===== src/rtl/fft32_input_loader_pkg.sv =====
// Shared constants and helper types for the 32-point FFT input loader.
// The output unloader imports the same package, so frame length and index
// width are defined in one place.
package fft32_input_loader_pkg;

  // Frame geometry: 32 points, 5-bit sample index.
  localparam int FFT_N                  = 32;
  localparam int FFT_LOG2N              = 5;
  localparam int FFT_DEFAULT_DATA_WIDTH = 16;

  // Index of the final sample in a frame.
  localparam logic [FFT_LOG2N-1:0] FFT_LAST_IDX = FFT_LOG2N'(FFT_N - 1);

  // How an accepted sample relates to the framing rules.
  typedef enum logic [1:0] {
    SAMPLE_OK,           // mid-frame sample, in_last low
    SAMPLE_DONE,         // 32nd sample with in_last high, frame complete
    SAMPLE_EARLY_LAST,   // in_last high before the 32nd sample
    SAMPLE_MISSING_LAST  // 32nd sample without in_last
  } sample_kind_e;

  // Classify a sample from its position in the frame and its in_last flag.
  function automatic sample_kind_e classify_sample(
    input logic [FFT_LOG2N-1:0] cnt,
    input logic                 last
  );
    if (cnt == FFT_LAST_IDX) begin
      return last ? SAMPLE_DONE : SAMPLE_MISSING_LAST;
    end
    return last ? SAMPLE_EARLY_LAST : SAMPLE_OK;
  endfunction

endpackage


===== src/rtl/fft32_input_loader_bitrev5.sv =====
// Purely combinational 5-bit index reversal. Shared between the input
// loader (write lane selection) and the output unloader.
module fft32_bitrev5
  import fft32_input_loader_pkg::*;
(
  input  logic [FFT_LOG2N-1:0] idx,
  output logic [FFT_LOG2N-1:0] rev
);

  // Mirror the index bits: bit b of the result is bit (LOG2N-1-b) of idx.
  always_comb begin
    rev = '0;
    for (int b = 0; b < FFT_LOG2N; b++) begin
      rev[b] = idx[FFT_LOG2N-1-b];
    end
  end

endmodule


===== src/rtl/fft32_input_loader.sv =====
// Serial-to-parallel loader for the 32-point FFT. Samples arrive one per
// handshake and are scattered into bit-reversed lanes of a ping-pong pair of
// frame banks, so lane k of a finished frame holds time sample bitrev5(k).
// One bank can be filled while the other is presented downstream.
// Only N = 32 is supported; N sizes the lane arrays.
module fft32_input_loader
  import fft32_input_loader_pkg::*;
#(
  parameter int DATA_WIDTH = FFT_DEFAULT_DATA_WIDTH,
  parameter int N          = FFT_N
) (
  input  logic                    clk,
  input  logic                    rst,
  input  logic [DATA_WIDTH-1:0]   in_data,
  input  logic                    in_valid,
  input  logic                    in_last,
  output logic                    in_ready,
  output logic [N*DATA_WIDTH-1:0] frame_data,
  output logic                    frame_valid,
  input  logic                    frame_ready,
  output logic                    frame_err
);

  logic [FFT_LOG2N-1:0]  cnt;
  logic [FFT_LOG2N-1:0]  wr_lane;
  logic                  wr_sel;
  logic                  rd_sel;
  logic [1:0]            full;
  logic [1:0]            full_next;
  logic                  accept;
  logic                  drain;
  sample_kind_e          kind;
  logic [DATA_WIDTH-1:0] bank_mem [2][N];

  fft32_bitrev5 u_bitrev (
    .idx (cnt),
    .rev (wr_lane)
  );

  // Handshakes and status derive only from registered flags, so in_ready
  // never reacts combinationally to a drain in the same cycle.
  always_comb begin
    in_ready    = !full[wr_sel];
    frame_valid = full[rd_sel];
    accept      = in_valid && in_ready;
    drain       = frame_valid && frame_ready;
    kind        = classify_sample(cnt, in_last);
  end

  // Next bank-full flags: a drain and a completing sample always target
  // different banks, so both updates can apply in the same cycle.
  always_comb begin
    full_next = full;
    if (drain) begin
      full_next[rd_sel] = 1'b0;
    end
    if (accept && (kind == SAMPLE_DONE)) begin
      full_next[wr_sel] = 1'b1;
    end
  end

  // Frame control: sample counter, bank pointers, full flags, error pulse.
  always_ff @(posedge clk) begin
    if (rst) begin
      cnt       <= '0;
      wr_sel    <= 1'b0;
      rd_sel    <= 1'b0;
      full      <= 2'b00;
      frame_err <= 1'b0;
    end else begin
      full      <= full_next;
      frame_err <= 1'b0;
      if (drain) begin
        rd_sel <= ~rd_sel;
      end
      if (accept) begin
        unique case (kind)
          SAMPLE_OK: begin
            cnt <= cnt + FFT_LOG2N'(1);
          end
          SAMPLE_DONE: begin
            cnt    <= '0;
            wr_sel <= ~wr_sel;
          end
          default: begin
            cnt       <= '0;
            frame_err <= 1'b1;
          end
        endcase
      end
    end
  end

  // Bank storage: each accepted sample lands in its bit-reversed lane of the
  // write bank. Samples of a discarded frame are simply overwritten later.
  always_ff @(posedge clk) begin
    if (rst) begin
      for (int b = 0; b < 2; b++) begin
        for (int k = 0; k < N; k++) begin
          bank_mem[b][k] <= '0;
        end
      end
    end else if (accept) begin
      bank_mem[wr_sel][wr_lane] <= in_data;
    end
  end

  // Present the read bank as a flat lane vector, lane k at bits k*DATA_WIDTH.
  always_comb begin
    frame_data = '0;
    for (int k = 0; k < N; k++) begin
      frame_data[k*DATA_WIDTH +: DATA_WIDTH] = bank_mem[rd_sel][k];
    end
  end

endmodule

===== config.mk =====
export PLATFORM = sky130hd
export DESIGN_NAME = fft32_input_loader
export DESIGN_NICKNAME = d
export VERILOG_FILES = /design/src/rtl/fft32_input_loader_pkg.sv /design/src/rtl/fft32_input_loader_bitrev5.sv /design/src/rtl/fft32_input_loader.sv
export SDC_FILE = /design/constraint.sdc
export NUM_CORES = 1
export LEC_CHECK = 0
export ABC_AREA = 1
export BUFFER_PORTS_ARGS = -buffer_cell sky130_fd_sc_hd__buf_2
export CAP_MARGIN = 30
export CORE_MARGIN = 5
export CORE_UTILIZATION = 35
export CTS_CLUSTER_DIAMETER = 40
export DETAILED_ROUTE_END_ITERATION = 10
export REMOVE_ABC_BUFFERS = 1
export SLEW_MARGIN = 40
export SYNTH_ARGS = -nofsm -noshare
export SYNTH_HDL_FRONTEND = slang
export SYNTH_SLANG_ARGS = --single-unit

===== constraint.sdc =====
create_clock -name clk -period 3.7 [get_ports clk]
set_input_delay 0.185 -clock clk [delete_from_list [all_inputs] [get_ports clk]]
set_output_delay 0.185 -clock clk [all_outputs]
set_load 0.01 [all_outputs]

After elaboration in Yosys (flattened, before gate mapping)
Memory sizes are Yosys's and may differ from the RTL's. A register that Yosys moved wholly into a read port is not among the register bits.
Index checks and enable logic that the tools add are counted.
W data, S select, Z words.
{"block": "word_totals", "reg_bits": 10, "ramBits": 1024, "input_bits": 21, "out_inout_bits": 515, "elab_cells": 63, "memories": 1}
{"block": "op_classes", "add_sub_neg": 1, "n_lt_le_gt_ge": 6, "eq_ne": 2, "mux": 29, "n_bitwise": 7, "n_reduce_logical": 12}
{"name": "bank_mem", "depth": 2, "width": 512, "rd": 1, "rd_clocked_by_memory_dff": 1, "wr": 2, "line": "fft32_input_loader.sv:33", "text": "logic [DATA_WIDTH-1:0] bank_mem [2][N];"}
{"operator": "$mux W512", "n": 3}
{"operator": "$reduce_or A512 Y1", "n": 1}
{"operator": "$demux W16 S5", "n": 1}
{"operator": "$mux W16", "n": 1}
{"operator": "$mux W1", "n": 15}
{"operator": "$mux W2", "n": 6}
{"operator": "$ge A6 B6 Y1 const B", "n": 1}
{"operator": "$logic_and A1 B1 Y1", "n": 6}
{"operator": "$lt A6 B1 Y1 const B", "n": 1}
{"operator": "$not A5 Y6", "n": 1}
{"operator": "$add A5 B1 Y5 const B", "n": 1}
{"operator": "$eq A5 B5 Y1 const B", "n": 1}
{"operator": "$mux W5", "n": 1}
{"operator": "$lt A1 B2 Y1 const B", "n": 2}
{"operator": "$reduce_or A2 Y1", "n": 2}
{"operator": "$not A1 Y1", "n": 3}
{"operator": "$and A2 B2 Y2", "n": 1}
{"operator": "$demux W1 S1", "n": 2}
{"operator": "$eq A2 B1 Y1 const B", "n": 1}
{"operator": "$ge A1 B1 Y1 const B", "n": 2}
{"operator": "$logic_not A2 Y1", "n": 1}
{"operator": "$not A2 Y2", "n": 1}
{"operator": "$or A2 B2 Y2", "n": 1}
{"operator": "$reduce_and A2 Y1", "n": 1}
{"operator": "$logic_not A1 Y1", "n": 1}

Longest topological paths before layout
{"block": "logic_depth", "ltp_word": 9, "mapped_depth": 12, "ltp_nobuf": 10}

Hierarchy
A second synthesis with hierarchy kept.
{"block": "hier_totals", "hier_cells": 2535, "hier_area_um2": 41292.1}
{"mod": "fft32_input_loader", "n_inst": 1, "cells_per_inst": 2530, "area_per_inst_um2": 41254.6, "seq_area_each_um2": 30969.7}
{"mod": "fft32_bitrev5", "n_inst": 1, "cells_per_inst": 5, "area_per_inst_um2": 37.5, "seq_area_each_um2": 0.0}

Worst setup path after synthesis
OpenSTA, ideal clock, no wires.
{"block": "synth_path", "kind": "register to register", "startpoint": "register cnt[2]", "endpoint": "memory bank_mem[1][192] in the netlist's numbering, enable pin", "setup_ns": 0.389, "arrival_time_ns": 2.521, "t_required_ns": 3.311, "slack_ns": 0.790, "path_stages_with_launch": 13, "path_buffers": 3, "period_less_slack_ns": 2.910, "cell_sequence": "dfxtp_1 > clkbuf_1 > inv_1 > ha_1 > inv_1 > nand4_1 > o21ai_2 > nand3_4 > buf_4 > buf_2 > nand2_1 > inv_1 > nor2_1"}
{"element": "from (decl)", "line": "fft32_input_loader.sv:24", "text": "logic [FFT_LOG2N-1:0] cnt;"}
{"element": "from (signal assigned)", "line": "fft32_input_loader.sv:79", "text": "cnt <= cnt + FFT_LOG2N'(1);"}
{"element": "to (decl)", "line": "fft32_input_loader.sv:33"}

==> impl_results.html <==
<table>
<tr><th>Metric</th><th>Value</th></tr>
<tr><th colspan="2">Detailed routing</th></tr>
<tr><td>Number of vias per cell after detailed routing</td><td>5.06</td></tr>
<tr><td>Wire length per cell</td><td>28.4 um</td></tr>
<tr><td>First-pass detailed-route iteration total</td><td>5</td></tr>
<tr><td>Vias</td><td>24,600</td></tr>
<tr><td>1st-iter DRT viols</td><td>2,430</td></tr>
<tr><td>Antenna-violating nets left</td><td>0</td></tr>
<tr><td>Drc violations</td><td>0</td></tr>
<tr><td>Routed wire length</td><td>138 mm</td></tr>
<tr><th colspan="2">Critical path</th></tr>
<tr><td>Data required, critical path</td><td>3.92 ns</td></tr>
<tr><td>FF-to-FF setup slack</td><td>0.54 ns</td></tr>
<tr><td>Class of the most critical setup path</td><td>reg2reg</td></tr>
<tr><td>R2r startpoint</td><td>cnt[0]$_SDFFE_PP0N_</td></tr>
<tr><td>Bufs and invs on worst path</td><td>3</td></tr>
<tr><td>Cells along the critical path</td><td>ha_1 -&gt; ha_1 -&gt; inv_1 -&gt; nand4_1 -&gt; o21ai_2 -&gt; nand3_4 -&gt; buf_12 -&gt; o21ai_0 -&gt; nand2_1 -&gt; clkinv_1</td></tr>
<tr><td>Largest stage delay on the critical path</td><td>0.62 ns</td></tr>
<tr><td>Most frequent CP cell</td><td>sky130_fd_sc_hd__ha_1</td></tr>
<tr><td>Max Fanout on Critical Path</td><td>52</td></tr>
<tr><td>Worst Setup EP</td><td>bank_mem[1][232]$_DFFE_PP_</td></tr>
<tr><td>Cell depth of the worst setup path</td><td>10</td></tr>
<tr><td>R2R depth</td><td>10</td></tr>
<tr><td>Capture point of the worst reg-to-reg path</td><td>bank_mem[1][232]$_DFFE_PP_</td></tr>
<tr><td>Launching instance or port of the critical path</td><td>cnt[0]$_SDFFE_PP0N_</td></tr>
<tr><td>Arrival time of data at the critical path endpoint</td><td>3.38 ns</td></tr>
<tr><td>Highest-delay cell along the critical path</td><td>sky130_fd_sc_hd__clkinv_1</td></tr>
<tr><td>Family with the most delay on the worst path</td><td>buffers and inverters</td></tr>
<tr><td>Element type at the critical path end</td><td>flip-flop</td></tr>
<tr><td>Type of element launching the critical path</td><td>flip-flop</td></tr>
<tr><th colspan="2">Synthesis</th></tr>
<tr><td>Ys async rst share</td><td>0%</td></tr>
<tr><td>Flip-flop cell with the highest count after synthesis</td><td>sky130_fd_sc_hd__edfxtp_1</td></tr>
<tr><td>Area fraction of the dominant cell type after synthesis</td><td>74.3%</td></tr>
<tr><td>Post-synthesis cell count</td><td>2,577</td></tr>
<tr><td>Synth top cells by count</td><td>1,024 x sky130_fd_sc_hd__edfxtp_1, 566 x sky130_fd_sc_hd__nor2_1, 512 x sky130_fd_sc_hd__mux2_2</td></tr>
<tr><td>Number of unique standard cell types used by synthesis</td><td>30</td></tr>
<tr><td>Synth Register Bits</td><td>1,035</td></tr>
<tr><td>Yosys warning total</td><td>0</td></tr>
<tr><td>Leading cell type by number of instances after synthesis</td><td>sky130_fd_sc_hd__edfxtp_1</td></tr>
<tr><td>Synth top area cells</td><td>sky130_fd_sc_hd__edfxtp_1 74%, sky130_fd_sc_hd__mux2_2 14%, sky130_fd_sc_hd__nor2_1 5.1%, sky130_fd_sc_hd__nand3b_4 1.2%, sky130_fd_sc_hd__nand2_1 1.0%</td></tr>
<tr><td>Sequential area share after synthesis</td><td>74.8%</td></tr>
<tr><td>Leading area contributor after synthesis</td><td>sky130_fd_sc_hd__edfxtp_1</td></tr>
<tr><td>Number of enable flip-flop cells after synthesis</td><td>1,024</td></tr>
<tr><td>Synth Cell Area</td><td>0.0414 mm2</td></tr>
<tr><td>Mean post-synth cell area</td><td>16.1 um2</td></tr>
<tr><th colspan="2">Cells and area</th></tr>
<tr><td>Share of cells above drive strength 1</td><td>43.4%</td></tr>
<tr><td>Area used by multi-input combinational logic</td><td>0.00946 mm2</td></tr>
<tr><td>Area taken by flip-flops and latches</td><td>0.0310 mm2</td></tr>
<tr><td>Fraction of the core area covered by cells at the end of the flow</td><td>43.4%</td></tr>
<tr><td>Fill cell instance count of the final layout</td><td>10,500</td></tr>
<tr><td>Final net count</td><td>3,234</td></tr>
<tr><td>Layout overhead on the synthesized area</td><td>23.6%</td></tr>
<tr><th colspan="2">STA</th></tr>
<tr><td>Final setup vio count</td><td>0</td></tr>
<tr><td>Unrepaired setup endpoints after global routing</td><td>no</td></tr>
<tr><td>Hold Violations, Final</td><td>0</td></tr>
<tr><td>Worst Tran Pin Value</td><td>0.840 ns</td></tr>
<tr><td>Number of max-slew violations in the final report</td><td>0</td></tr>
<tr><td>Peak Freq</td><td>316 MHz</td></tr>
<tr><td>Max-Slew Margin vs Limit</td><td>43.9%</td></tr>
<tr><td>Post-route setup TNS</td><td>0 ns</td></tr>
<tr><td>Clock period minus worst slack</td><td>3.16 ns</td></tr>
<tr><td>Period utilisation layout</td><td>85.4%</td></tr>
<tr><td>Clock Skew</td><td>0.0300 ns</td></tr>
<tr><th colspan="2">Pwr</th></tr>
<tr><td>Standby leakage power</td><td>19.8 nW</td></tr>
<tr><td>Areal power density over the cells</td><td>569 mW/mm2</td></tr>
<tr><td>Peak supply drop</td><td>421 uV</td></tr>
<tr><th colspan="2">Floorplanning</th></tr>
<tr><td>Number of rows in the core area</td><td>126</td></tr>
<tr><td>Number of top-level pins</td><td>536</td></tr>
<tr><td>Area of the core</td><td>0.118 mm2</td></tr>
<tr><td>Floorplan die area</td><td>0.125 mm2</td></tr>
<tr><td>Effective utilization at floorplan</td><td>35.1%</td></tr>
<tr><td>Die outline width</td><td>354 um</td></tr>
<tr><td>Die height</td><td>354 um</td></tr>
<tr><th colspan="2">Run status</th></tr>
<tr><td>Run status</td><td>complete, no violations</td></tr>
<tr><th colspan="2">Placed design</th></tr>
<tr><td>Port Buf Inserts</td><td>535</td></tr>
<tr><td>Final weighted congestion of routability-driven global placement</td><td>0.782</td></tr>
<tr><td>HPWL reported at the end of detailed placement</td><td>84.5 mm</td></tr>
<tr><th colspan="2">Clock tree</th></tr>
<tr><td>Clock buffer count from CTS</td><td>142</td></tr>
<tr><td>Clock insertion delay at the later pin of the skew report</td><td>0.75 ns</td></tr>
<tr><td>Number of sinks handled by clock tree synthesis</td><td>1,035</td></tr>
<tr><td>CTS tree</td><td>built</td></tr>
<tr><td>Library cell used as clock root buffer</td><td>sky130_fd_sc_hd__clkbuf_16</td></tr>
<tr><td>Deepest level of the CTS H-tree</td><td>4</td></tr>
<tr><td>Clock transition at path regs</td><td>0.05 ns</td></tr>
<tr><td>Clock Path Buffers</td><td>3</td></tr>
<tr><th colspan="2">Min path</th></tr>
<tr><td>Class of the tightest hold or removal check</td><td>in2reg</td></tr>
<tr><td>Startpoint of the lowest-slack hold path</td><td>in_data[9]</td></tr>
<tr><th colspan="2">Global route</th></tr>
<tr><td>Largest net degree at the start of global routing</td><td>92</td></tr>
<tr><td>Overall track demand over capacity in global routing</td><td>21.5%</td></tr>
<tr><td>Remaining global-route overflow</td><td>0</td></tr>
<tr><td>Global-route wire length before repair</td><td>190 mm</td></tr>
<tr><td>Initial antenna violation count</td><td>16</td></tr>
<tr><td>Vias in the first global route</td><td>24,700</td></tr>
<tr><th colspan="2">Run</th></tr>
<tr><td>Max Cap Viol</td><td>0</td></tr>
</table>
how the worst min path moves through the flow:
stage	endpoint	slack (ns)	cells past startpoint
2_1_floorplan	flip-flop	0.25	1
3_3_place_gp	flip-flop	0.51	2
3_5_place_dp	full[0]$_SDFF_PP0_	0.51	2
4_1_cts	bank_mem[0][27]$_SDFFCE_PN0P_	0.31	4
5_1_grt	bank_mem[0][31]$_SDFFCE_PN0P_	0.36	4
6_report	bank_mem[0][25]$_SDFFCE_PN0P_	0.39	4
state kept, by name (all words and copies together), names as in the netlist, named ones only:
register	cells
rd_sel	1
cnt	5
wr_sel	1
bank_mem	1024
full	2
frame_err	1
cell families (layout without fill, tap and decap cells):
family	after synthesis	count (layout)	synth area share, %
adder cells (fa/ha/maj)	9	9	0.272
other	0	12	0
AO/OA/AOI/OAI	20	20	0.275
flip-flops	1035	1035	74.8
buffers and inverters	252	992	2.59
multiplexers	512	512	13.9
AND/OR/NAND/NOR	749	749	8.11
per-layer routing:
metal	global-route usage [%]	vias up	part of all wire, %
li1	-	10600	-
met1	28.7	12600	41
met2	35.4	1159	48
met3	5.00	210	8.2
met4	6.19	0	2.4
met5	0	-	0
placed cells by master (no fill, tap or decap), drive strengths merged, types with 2 or more instances in the layout:
cell type / instances
a21oi: 6
buf: 624
bufinv: 15
clkbuf: 158
clkinv: 48
clkinvlp: 12
dfxtp: 11
diode: 12
dlygate4sd3: 21
edfxtp: 1024
ha: 9
inv: 114
mux2: 512
nand2: 113
nand3: 36
nand3b: 25
nand4: 2
nor2: 567
nor3: 3
o21ai: 11
o31ai: 2
final cells by class:
type	count	area share [%]
repair buffers	645	7.12
flip-flops and latches	1035	60.6
well taps	1536	3.76
multi-input cells	1290	18.5
clock inverters	99	2.10
clock buffers	158	7.19
diodes	12	0.0587
inverters	90	0.709
report_power, final:
group	total [mW]	internal [mW]	switching (mW)	leakage [nW]
Sequential	13.8	13.7	0.164	10.6
Combinational	1.62	0.412	1.21	6.91
Clock	13.6	8.32	5.32	2.30
Total	29.1	22.4	6.69	19.8
through the flow:
stage               setup WS, ns  hold slack (ns)  area, um2  cells  total power [mW]
finish                     0.540            0.386      51100   4865              29.1
CTS                        0.622            0.314      51100   4853              29.3
detailed placement         0.639            0.512      46100   4575              15.7
global placement           0.606            0.507      46100   4575              15.7
global route               0.264            0.363      51100   4855              29.9
floorplan                  -9.54            0.254      40700   2415              14.7
worst register-to-register path, cell delays in order, from the launching register on:
cell and delay [ns]:
sky130_fd_sc_hd__dfxtp_1 0.41, sky130_fd_sc_hd__ha_1 0.24, sky130_fd_sc_hd__ha_1 0.27, sky130_fd_sc_hd__inv_1 0.08, sky130_fd_sc_hd__nand4_1 0.12, sky130_fd_sc_hd__o21ai_2 0.09, sky130_fd_sc_hd__nand3_4 0.12, sky130_fd_sc_hd__buf_12 0.37
sky130_fd_sc_hd__o21ai_0 0.22, sky130_fd_sc_hd__nand2_1 0.09, sky130_fd_sc_hd__clkinv_1 0.62
what timing repair did:
action / CTS / global route
endpoints found under the hold margin: 58 / 0
hold buffers: 21 / 0
gates resized for setup: 0 / 0
setup buffers: 0 / 0
(Power assumes the default switching activity.)
